<file path="src/rtl/core_inst_seq.sv">
// Instruction sequencer for one kernel-position (kij) pass of the PE core:
// weight load, activation load, execute, then OFIFO drain into psum memory.
module core_inst_seq #(
    parameter int unsigned row       = 8,
    parameter int unsigned col       = 8,
    parameter int unsigned len_nij   = 36,
    parameter int unsigned len_kij   = 9,
    parameter logic [10:0] w_base    = 11'h400,
    parameter int unsigned drain_max = 255
) (
    input  logic        clk,
    input  logic        reset,
    input  logic        start,
    input  logic [3:0]  kij,
    input  logic        ofifo_valid,
    output logic [33:0] inst,
    output logic        busy,
    output logic        done,
    output logic        err
);

    localparam int unsigned M1      = (drain_max > len_nij + 1) ? drain_max : len_nij + 1;
    localparam int unsigned M2      = (M1 > col + 1) ? M1 : col + 1;
    localparam int unsigned CNT_MAX = (M2 > row) ? M2 : row;
    localparam int unsigned CNT_W   = $clog2(CNT_MAX + 1);
    localparam int unsigned RD_W    = $clog2(len_nij + 1);

    typedef struct packed {
        logic        acc;
        logic        cen_pmem;
        logic        wen_pmem;
        logic [10:0] a_pmem;
        logic        cen_xmem;
        logic        wen_xmem;
        logic [10:0] a_xmem;
        logic        ofifo_rd;
        logic        ififo_wr;
        logic        ififo_rd;
        logic        l0_rd;
        logic        l0_wr;
        logic        execute;
        logic        load;
    } inst_t;

    localparam inst_t INST_IDLE = inst_t'(34'h1_800C_0000);

    typedef enum logic [3:0] {
        S_IDLE, S_W_L0, S_W_LOAD, S_GAP, S_X_L0, S_EXEC, S_DRAIN, S_OFIFO, S_DONE
    } state_e;

    state_e           state_q, state_d;
    logic [CNT_W-1:0] cnt_q, cnt_d;
    logic [3:0]       kij_q, kij_d;
    logic [RD_W-1:0]  rd_cnt_q, rd_cnt_d;
    logic [RD_W-1:0]  wr_cnt_q, wr_cnt_d;
    inst_t            inst_q, inst_d;
    logic             busy_q, busy_d;
    logic             done_q, done_d;
    logic             err_q, err_d;
    logic             rd_d, wr_d;

    // State and output registers
    always_ff @(posedge clk or posedge reset) begin
        if (reset) begin
            state_q  <= S_IDLE;
            cnt_q    <= '0;
            kij_q    <= '0;
            rd_cnt_q <= '0;
            wr_cnt_q <= '0;
            inst_q   <= INST_IDLE;
            busy_q   <= 1'b0;
            done_q   <= 1'b0;
            err_q    <= 1'b0;
        end else begin
            state_q  <= state_d;
            cnt_q    <= cnt_d;
            kij_q    <= kij_d;
            rd_cnt_q <= rd_cnt_d;
            wr_cnt_q <= wr_cnt_d;
            inst_q   <= inst_d;
            busy_q   <= busy_d;
            done_q   <= done_d;
            err_q    <= err_d;
        end
    end

    // Next-state, phase counter and OFIFO read/write bookkeeping
    always_comb begin
        state_d  = state_q;
        cnt_d    = cnt_q + CNT_W'(1);
        kij_d    = kij_q;
        rd_cnt_d = rd_cnt_q;
        wr_cnt_d = wr_cnt_q;
        rd_d     = 1'b0;
        wr_d     = 1'b0;
        err_d    = 1'b0;
        unique case (state_q)
            S_IDLE: begin
                cnt_d    = '0;
                rd_cnt_d = '0;
                wr_cnt_d = '0;
                if (start) begin
                    if (32'(kij) < len_kij) begin
                        kij_d   = kij;
                        state_d = S_W_L0;
                    end else begin
                        err_d = 1'b1;
                    end
                end
            end
            S_W_L0: if (cnt_q == CNT_W'(col)) begin
                state_d = S_W_LOAD;
                cnt_d   = '0;
            end
            S_W_LOAD: if (cnt_q == CNT_W'(col - 1)) begin
                state_d = S_GAP;
                cnt_d   = '0;
            end
            S_GAP: if (cnt_q == CNT_W'(row - 1)) begin
                state_d = S_X_L0;
                cnt_d   = '0;
            end
            S_X_L0: if (cnt_q == CNT_W'(len_nij)) begin
                state_d = S_EXEC;
                cnt_d   = '0;
            end
            S_EXEC: if (cnt_q == CNT_W'(len_nij - 1)) begin
                state_d = S_DRAIN;
                cnt_d   = '0;
            end
            S_DRAIN: begin
                if (ofifo_valid) begin
                    state_d = S_OFIFO;
                    cnt_d   = '0;
                end else if (cnt_q == CNT_W'(drain_max - 1)) begin
                    state_d = S_IDLE;
                    cnt_d   = '0;
                    err_d   = 1'b1;
                end
            end
            S_OFIFO: begin
                cnt_d = '0;
                if (wr_cnt_q == RD_W'(len_nij)) begin
                    state_d = S_DONE;
                end else begin
                    // A read seen on inst this cycle becomes a pmem write next cycle
                    rd_d     = ofifo_valid && (rd_cnt_q < RD_W'(len_nij));
                    wr_d     = inst_q.ofifo_rd;
                    rd_cnt_d = rd_cnt_q + RD_W'(rd_d);
                    wr_cnt_d = wr_cnt_q + RD_W'(wr_d);
                end
            end
            S_DONE: begin
                state_d = S_IDLE;
                cnt_d   = '0;
            end
            default: state_d = S_IDLE;
        endcase
    end

    // Instruction word for the upcoming cycle, decoded from next state
    always_comb begin
        inst_d = INST_IDLE;
        busy_d = (state_d != S_IDLE) && (state_d != S_DONE);
        done_d = (state_d == S_DONE);
        unique case (state_d)
            S_W_L0: begin
                if (cnt_d < CNT_W'(col)) begin
                    inst_d.cen_xmem = 1'b0;
                    inst_d.a_xmem   = w_base + 11'(kij_d) * 11'(col) + 11'(cnt_d);
                end
                inst_d.l0_wr = (cnt_d != '0);
            end
            S_W_LOAD: begin
                inst_d.l0_rd = 1'b1;
                inst_d.load  = 1'b1;
            end
            S_X_L0: begin
                if (cnt_d < CNT_W'(len_nij)) begin
                    inst_d.cen_xmem = 1'b0;
                    inst_d.a_xmem   = 11'(cnt_d);
                end
                inst_d.l0_wr = (cnt_d != '0);
            end
            S_EXEC: begin
                inst_d.l0_rd   = 1'b1;
                inst_d.execute = 1'b1;
            end
            S_OFIFO: begin
                inst_d.ofifo_rd = rd_d;
                if (wr_d) begin
                    inst_d.cen_pmem = 1'b0;
                    inst_d.wen_pmem = 1'b0;
                    inst_d.a_pmem   = 11'(kij_q) * 11'(len_nij) + 11'(wr_cnt_q);
                end
            end
            default: ;
        endcase
    end

    assign inst = inst_q;
    assign busy = busy_q;
    assign done = done_q;
    assign err  = err_q;

endmodule
</file>
<file path="config.mk">
export PLATFORM = sky130hd
export DESIGN_NAME = core_inst_seq
export DESIGN_NICKNAME = d
export VERILOG_FILES = /design/src/rtl/core_inst_seq.sv
export SDC_FILE = /design/constraint.sdc
export NUM_CORES = 1
export LEC_CHECK = 0
export BUFFER_PORTS_ARGS = -buffer_cell sky130_fd_sc_hd__clkbuf_2
export CORE_UTILIZATION = 59
export CTS_BUF_LIST = sky130_fd_sc_hd__clkbuf_4
export DETAILED_ROUTE_END_ITERATION = 12
export GPL_ROUTABILITY_DRIVEN = 0
export PLACE_DENSITY_LB_ADDON = 0.1
export SYNTH_ARGS = -nofsm -noshare
export SYNTH_HDL_FRONTEND = slang
export SYNTH_SLANG_ARGS = --single-unit
</file>
<file path="constraint.sdc">
create_clock -name clk -period 3.9 [get_ports clk]
set_input_delay 0.39 -clock clk [delete_from_list [all_inputs] [get_ports clk]]
set_output_delay 0.39 -clock clk [all_outputs]
set_load 0.05 [all_outputs]
</file>
=== Yosys cells after proc, flatten, opt, wreduce, memory -nomap -nowiden ===
Cells that the tools add are included.

* Mux-type cells: 47
* Add/sub/neg operators: 6
* Multiply operators: 1
* Magnitude comparators: 4
* Eq/ne operators: 22
* Reductions and logical operators: 11

{| class="wikitable"
|+ Operator list
! cell !! count
|-
| 2-to-1 mux 8 bit || 7
|-
| 2-to-1 mux 4 bit || 13
|-
| case mux 8 bit (6 select lines) || 1
|-
| case mux 4 bit (8 select lines) || 1
|-
| equality test 4 x 3 -> 1 bit, second input constant || 7
|-
| 2-to-1 mux 13 bit || 2
|-
| case mux 6 bit (2 select lines) || 2
|-
| case mux 11 bit (2 select lines) || 1
|-
| equality test 8 x 6 -> 1 bit, second input constant || 2
|-
| 2-to-1 mux 1 bit || 15
|-
| adder 6 x 1 -> 6 bit || 2
|-
| equality test 4 x 2 -> 1 bit, second input constant || 3
|-
| 2-to-1 mux 6 bit || 2
|-
| adder 10 x 6 -> 11 bit || 1
|-
| adder 11 x 7 -> 11 bit, first input constant || 1
|-
| adder 11 x 8 -> 11 bit || 1
|-
| 2-to-1 mux 11 bit || 1
|-
| adder 8 x 1 -> 8 bit, second input constant || 1
|-
| equality test 4 x 1 -> 1 bit, second input constant || 2
|-
| equality test 4 bit, second input constant || 2
|-
| equality test 8 x 3 -> 1 bit, second input constant || 1
|-
| equality test 8 x 4 -> 1 bit, second input constant || 1
|-
| equality test 8 bit, second input constant || 1
|-
| < comparator 8 x 4 -> 1 bit, second input constant || 1
|-
| 16 further kinds || 20
|}

* Input bits: 8
* Bits in registers: 61
* Output and inout port bits: 37
* Logic and storage cells: 109

=== Logic depth before layout (Yosys ltp) ===
Gate-level depths: netlist of the first run.

* Word-level depth: 8
* Gate-level depth with buffers: 14
* Gate-level depth less buffers: 13

=== Worst setup path before layout of the first run ===
OpenSTA, ideal clock, no wires.

* Kind: register to register
* From: reg cnt_q[7]
* To: reg inst_q (netlist bit inst[14])
* Period minus slack after synthesis: 3111 ps
* Stages on the path, launching flop included: 14
* Data required time: 3766 ps
* Setup time: 134 ps
* Buffers on the path: 2
* Path slack: 789 ps
* Data arrival time: 2977 ps
* Path through: dfrtp_1 buf_6 nor4_1 o211ai_1 a32oi_1 and3_1 clkbuf_1 nor2_1 ha_1 fa_1 a21o_1 a21oi_1 xor2_1 nor2_1

{| class="wikitable"
|+ RTL lines
! item !! RTL line !! text
|-
| from (decl) || 52 || <nowiki>logic [CNT_W-1:0] cnt_q, cnt_d;</nowiki>
|-
| from (signal assigned) || 76 || <nowiki>cnt_q <= cnt_d;</nowiki>
|-
| to (signal assigned) || 80 || <nowiki>inst_q <= inst_d;</nowiki>
|-
| to (decl) || 56 || <nowiki>inst_t inst_q, inst_d;</nowiki>
|}

==> results of run 1 <==
==> cell families (layout without fill, tap and decap cells) <==
| kind of cell | after synthesis | in the layout | synth area share |
|---|---|---|---|
| AND/OR/NAND/NOR | 127 | 127 | 0.231 |
| flip-flops | 59 | 59 | 0.457 |
| AO/OA/AOI/OAI | 54 | 54 | 0.114 |
| buffers and inverters | 23 | 66 | 0.0391 |
| XOR/XNOR | 21 | 21 | 0.0569 |
| adder cells (fa/ha/maj) | 20 | 20 | 0.0820 |
| multiplexers | 5 | 5 | 0.0170 |
| other | 2 | 6 | 0.00232 |
==> flip-flops by register name, summed over array words and instances, names as in the netlist <==
signal / flops
err: 1
busy: 1
inst: 28
done: 1
kij_q: 4
rd_cnt_q: 6
cnt_q: 8
state_q: 4
wr_cnt_q: 6
==> power by group through the flow <==
stage / Clock, mW / Combinational (mW) / Sequential (mW)
5_1_grt: 0.392 / 1.21 / 0.875
6_report: 0.349 / 1.11 / 0.857
4_1_cts: 0.360 / 1.11 / 0.853
3_3_place_gp: 0 / 1.09 / 0.859
3_5_place_dp: 0 / 1.11 / 0.864
2_1_floorplan: 0 / 0.685 / 1.01
==> cell usage after synthesis, drive strengths merged, types with 6 or more instances <==
library cell / instances
xor2: 18
nand2: 18
dfrtp: 57
clkbuf: 7
nand3: 11
o21ai: 11
nor2: 27
buf: 11
a21oi: 12
and3: 11
ha: 18
a21boi: 6
nand4: 12
==> per-layer routing <==
metal / global-route usage / up-vias
met2: 0.414 / 98
li1: - / 1207
met1: 0.316 / 1170
met3: 0.0563 / 16
met4: 0.119 / 0
met5: 0 / -
==> final cells by class <==
type	instances	share of cell area
flip-flops and latches	59	0.413
clock inverters	6	0.00909
multi-input cells	233	0.460
inverters	5	0.00525
repair buffers	45	0.0672
clock buffers	10	0.0210
well taps	70	0.0245
==> worst min-delay path by stage <==
| stage | depth (start not counted) | slack, ns | from | endpoint |
|---|---|---|---|---|
| 6_report | 2 | 0.12 | reset | rd_cnt_q[2]$_DFFE_PP0P_ |
| 5_1_grt | 2 | 0.17 | reset | wr_cnt_q[2]$_DFFE_PP0P_ |
| 4_1_cts | 2 | 0.14 | reset | inst[9]$_DFF_PP0_ |
| 3_5_place_dp | 2 | 0.49 | rd_cnt_q[0]$_DFFE_PP0P_ | rd_cnt_q[0]$_DFFE_PP0P_ |
| 3_3_place_gp | 2 | 0.47 | rd_cnt_q[0]$_DFFE_PP0P_ | rd_cnt_q[0]$_DFFE_PP0P_ |
| 2_1_floorplan | 2 | 0.46 | rd_cnt_q[0]$_DFFE_PP0P_ | rd_cnt_q[0]$_DFFE_PP0P_ |
==> worst register-to-register path, cell delays in order, from the launching register on <==
cell	delay, ns
dfrtp_1	0.52
nor4_1	0.65
o211ai_1	0.22
a32oi_1	0.25
and3_1	0.38
nor2_1	0.14
ha_1	0.25
fa_1	0.46
a21o_1	0.17
a21oi_1	0.16
xor2_1	0.16
nor2_1	0.06
==> impl_metrics.toml, run 1 <==
[outcome]
status = "finished, final reports clean"

[worst_setup_path]
worstPathMaxFanout = 12
worstReg2RegEnd = "inst[14]$_DFF_PP0_"
cp.depth = 11
worstPathBufferInverterCount = 0
crit_family = "simple AND/OR/NAND/NOR gates"
cpPeakStageDelay_ns = 0.65
crit_type = "flip-flop to flip-flop"
crit_slowest_cell = "nor4_1"
end_kind = "flip-flop"
r2r_start = "cnt_q[4]$_DFF_PP0_"
cp-startpoint = "cnt_q[4]$_DFF_PP0_"
crit_chain = "nor4_1, o211ai_1, a32oi_1, and3_1, nor2_1, ha_1, fa_1, a21o_1, a21oi_1, xor2_1, nor2_1"
cp.arrival_ns = 3.80
start_kind = "flip-flop"
worstPathRequired_ns = 4.19
regToRegSetupSlack_ns = 0.39
reg2reg_depth = 11
cp_common_cell = "nor2_1"
crit_end = "inst[14]$_DFF_PP0_"

[global_routing]
grt_usage = 0.251
grt_max_degree = 39
grt_pass1_vias = 2459
grt_overflow = 0
grt_pass1_wl_mm = 11.4
antenna_found_initial = 0

[final_layout]
layout_common_cells = "dfrtp_1, clkbuf_2, nor2_1"
multi_input_area_mm2 = 0.00164
drive_gt1_frac = 0.221
fill_cells = 413
antennaDiodeCount = 0
final_core_util = 0.687
layout.nets = 381
fin_cells = 428
final_common_cell = "dfrtp_1"
register_area_mm2 = 0.00148
final_area_mm2 = 0.00358
area_growth_pct = 10.6

[cts]
cts.sinks = 59
cts_made_buffers = 9
clk_pin_slew_worst_paths_ns = 0.10
h-tree-depth = 3
post-cts-setup-buffers = 0
ctsResizeCount = 0
cts_hold_buf = 0
insertion_delay_ns = 0.39
cts_buffer_depth = 2
clockRootBuffer = "clkbuf_4"
tritoncts = "done"

[placement]
pre_cts_ws_ns = 0.499
dpl.hpwl_mm = 4.96
postPlaceCellArea_mm2 = 0.00347
dp_cells = 412
io_buffers = 39

[power_and_ir_drop]
p_per_area_mw_per_mm2 = 647
p_int_mw = 1.27
power.share.switching = 0.451
p_switching_mw = 1.04
ir_drop_mv = 0.360
p_seq_frac = 0.370
leakagePower_nw = 1.78
total_power_mw = 2.31
power_frac_comb = 0.479
pwr-share-clk = 0.151

[yosys]
synth-main-ff-cell = "dfrtp_1"
synth_cells = 311
async_flop_share = 1.00
synth-seq-area-share = 0.457
synth_edf_count = 0
yosysWarnings = 0
synthDistinctLibCells = 60
yosysTopAreaCell = "dfrtp_1"
yosys_register_bits = 59
synth_area_mm2 = 0.00323
yosys-top-cells-area = "dfrtp_1, ha_1, xor2_1"
syn_avg_cell_area_um2 = 10.4
netlist.area_leader.share = 0.441

[die]
coreArea_mm2 = 0.00520
ios = 45
dieHeight_um = 76.0
die_width_um = 76.0
start_util = 0.621
rows = 26
dieArea_mm2 = 0.00578

[timing]
tightest_slew_ns = 0.791
rsz0062_at_grt = "false"
relSlewSlack = 0.472
hold_viol_final = 0
max_freq_ghz = 0.285
skew_ns = 0.00955
hold_slack_ns = 0.122
drv_slew = 0
finalSetupViolations = 0
timing.final.ws_setup_ns = 0.390
min_period_over_period = 0.900
min_period_ns = 3.51
setup_tns_ns = 0

[drt]
vias_per_cell = 5.82
num_vias = 2491
first_pass_iters = 4
drt-total-wl_mm = 6.61
routedWlPerCell_um = 15.4
first_iter_violations = 141
drtAntennaViolNets = 0
maxUsedRoutingLayer = "met4"
wirelength_met1_mm = 2.85
met2_length_mm = 3.21
remaining_drc_errors = 0
dr_wl_met3_um = 392

[hold_path]
min_path_type = "input pin to async pin"

[flow_run]
max-cap-violations = 0
Power figures use the tool's default switching activity.
==> inputs of run 2 (changes only) <==
--- a/config.mk
+++ b/config.mk
@@ -6,7 +6,7 @@
 export NUM_CORES = 1
 export LEC_CHECK = 0
 export BUFFER_PORTS_ARGS = -buffer_cell sky130_fd_sc_hd__clkbuf_2
-export CORE_UTILIZATION = 59
+export CORE_UTILIZATION = 44
 export CTS_BUF_LIST = sky130_fd_sc_hd__clkbuf_4
 export DETAILED_ROUTE_END_ITERATION = 12
 export GPL_ROUTABILITY_DRIVEN = 0
==> run 2 against run 1 <==
Utilization fell by 16 points; critical path depth is the same; first-iteration DRC count shrank 9.9%; register-to-register slack lost 0.02 ns; power is 5.7% higher; largest power group unchanged; clock skew rose by 0.0089 ns; critical path type unchanged; highest routed layer unchanged; wire length is 3.1% higher; critical endpoint unchanged.
==> impl_metrics.toml, run 2 (same netlist as run 1, synthesis figures left out) <==
[outcome]
status = "finished, final reports clean"

[placement]
dpl.hpwl_mm = 5.00
io_buffers = 39
pre_cts_ws_ns = 0.390

[worst_setup_path]
end_kind = "flip-flop"
worstPathRequired_ns = 4.17
crit_chain = "nor4_1, o211ai_1, a32oi_1, and3_1, nor2_1, ha_1, fa_1, a21o_1, a21oi_1, xor2_1, nor2_1"
worstReg2RegEnd = "inst[14]$_DFF_PP0_"
worstPathMaxFanout = 12
r2r_start = "cnt_q[4]$_DFF_PP0_"
start_kind = "flip-flop"
cpPeakStageDelay_ns = 0.62
crit_slowest_cell = "nor4_1"
crit_type = "flip-flop to flip-flop"
reg2reg_depth = 11
cp.arrival_ns = 3.80
cp_common_cell = "nor2_1"
regToRegSetupSlack_ns = 0.37

[global_routing]
grt_pass1_wl_mm = 11.3
grt_usage = 0.195
grt_max_degree = 32
antenna_found_initial = 0
grt_overflow = 0
grt_pass1_vias = 2269

[final_layout]
antennaDiodeCount = 0
final_core_util = 0.526
layout.nets = 380
drive_gt1_frac = 0.224
layout_common_cells = "dfrtp_1, clkbuf_2, nor2_1"
fill_cells = 642
largest_register_ffs = 28
final_common_cell = "dfrtp_1"
area_growth_pct = 13.0

[die]
start_util = 0.466
die_width_um = 87.7
coreArea_mm2 = 0.00694
dieArea_mm2 = 0.00770
rows = 30
ios = 45
dieHeight_um = 87.7

[timing]
hold_slack_ns = 0.0492
relSlewSlack = 0.503
rsz0062_at_grt = "false"
min_period_ns = 3.53
drv_slew = 0
min_period_over_period = 0.905
setup_tns_ns = 0
tightest_slew_ns = 0.743
timing.final.ws_setup_ns = 0.369
max_freq_ghz = 0.283
skew_ns = 0.0185
finalSetupViolations = 0
hold_viol_final = 0

[cts]
post-cts-setup-buffers = 0
cts.sinks = 59
cts_buffer_depth = 2
cts_hold_buf = 0
clockRootBuffer = "clkbuf_4"
h-tree-depth = 3
clk_pin_slew_worst_paths_ns = 0.11
cts_made_buffers = 9
ctsResizeCount = 0
tritoncts = "done"
insertion_delay_ns = 0.40

[flow_run]
max-cap-violations = 0

[drt]
vias_per_cell = 5.45
num_vias = 2467
drtAntennaViolNets = 0
first_iter_violations = 127
first_pass_iters = 4
routedWlPerCell_um = 15.0
drt-total-wl_mm = 6.81
remaining_drc_errors = 0

[power_and_ir_drop]
p_per_area_mw_per_mm2 = 669
leakagePower_nw = 1.79
ir_drop_mv = 0.396
total_power_mw = 2.45

[hold_path]
min_path_type = "input pin to async pin"
## run 2: cell count changes in the layout (fill, tap and decap cells not counted)
cell,delta
bufinv_16,+2
clkbuf_4,-1
clkinvlp_4,+1
buf_4,-1
clkinv_1,-2
## run 2: cell type report
type,count,area [um2],share of cell area
clock inverters,7,92.6,0.0253
clock buffers,9,67.6,0.0185
flip-flops and latches,59,1480,0.405
repair buffers,44,233,0.0637
inverters,5,18.8,0.00514
multi-input cells,233,1640,0.450
well taps,96,120,0.0329
## run 2: worst max-delay path: cells and delay by family, from the launching register on
family | cells | cell delay, ns
and+or+nand+nor | 4 | 1.21
AOI/OAI and AO/OA | 4 | 0.79
adders and majority gates | 2 | 0.74
DFF | 1 | 0.51
xor gates and xnor gates | 1 | 0.16
## run 2: report_power, final
group	total, mW	internal (mW)	leakage, nW	switching (mW)
Clock	0.494	0.257	0.0779	0.236
Sequential	0.858	0.730	0.788	0.128
Combinational	1.09	0.398	0.927	0.697
Total	2.45	1.39	1.79	1.06
## run 2: how the worst max path moves through the flow
stage                             from                 end  slack, ns  depth (start not counted)
finish              cnt_q[4]$_DFF_PP0_  inst[14]$_DFF_PP0_       0.37                         11
global route        cnt_q[0]$_DFF_PP0_  inst[14]$_DFF_PP0_       0.07                         13
CTS                 cnt_q[4]$_DFF_PP0_  inst[14]$_DFF_PP0_       0.39                         11
detailed placement  cnt_q[4]$_DFF_PP0_  inst[14]$_DFF_PP0_       0.39                         11
global placement    cnt_q[4]$_DFF_PP0_  inst[14]$_DFF_PP0_       0.55                         11
floorplan           cnt_q[7]$_DFF_PP0_  inst[14]$_DFF_PP0_       0.79                         13
## run 2: metal layers
metal | routed length (um) | track usage | up-vias
li1 | - | - | 1203
met1 | 3330 | 0.271 | 1194
met2 | 3160 | 0.291 | 59
met3 | 225 | 0.0424 | 11
met4 | 97 | 0.0894 | 0
met5 | 0 | 0 | -
## run 2: through the flow
step                      cells  cell area [um2]
after floorplan             315             3250
after global placement      437             3490
after detailed placement    437             3490
after CTS                   453             3650
after global routing        453             3650
final                       453             3650
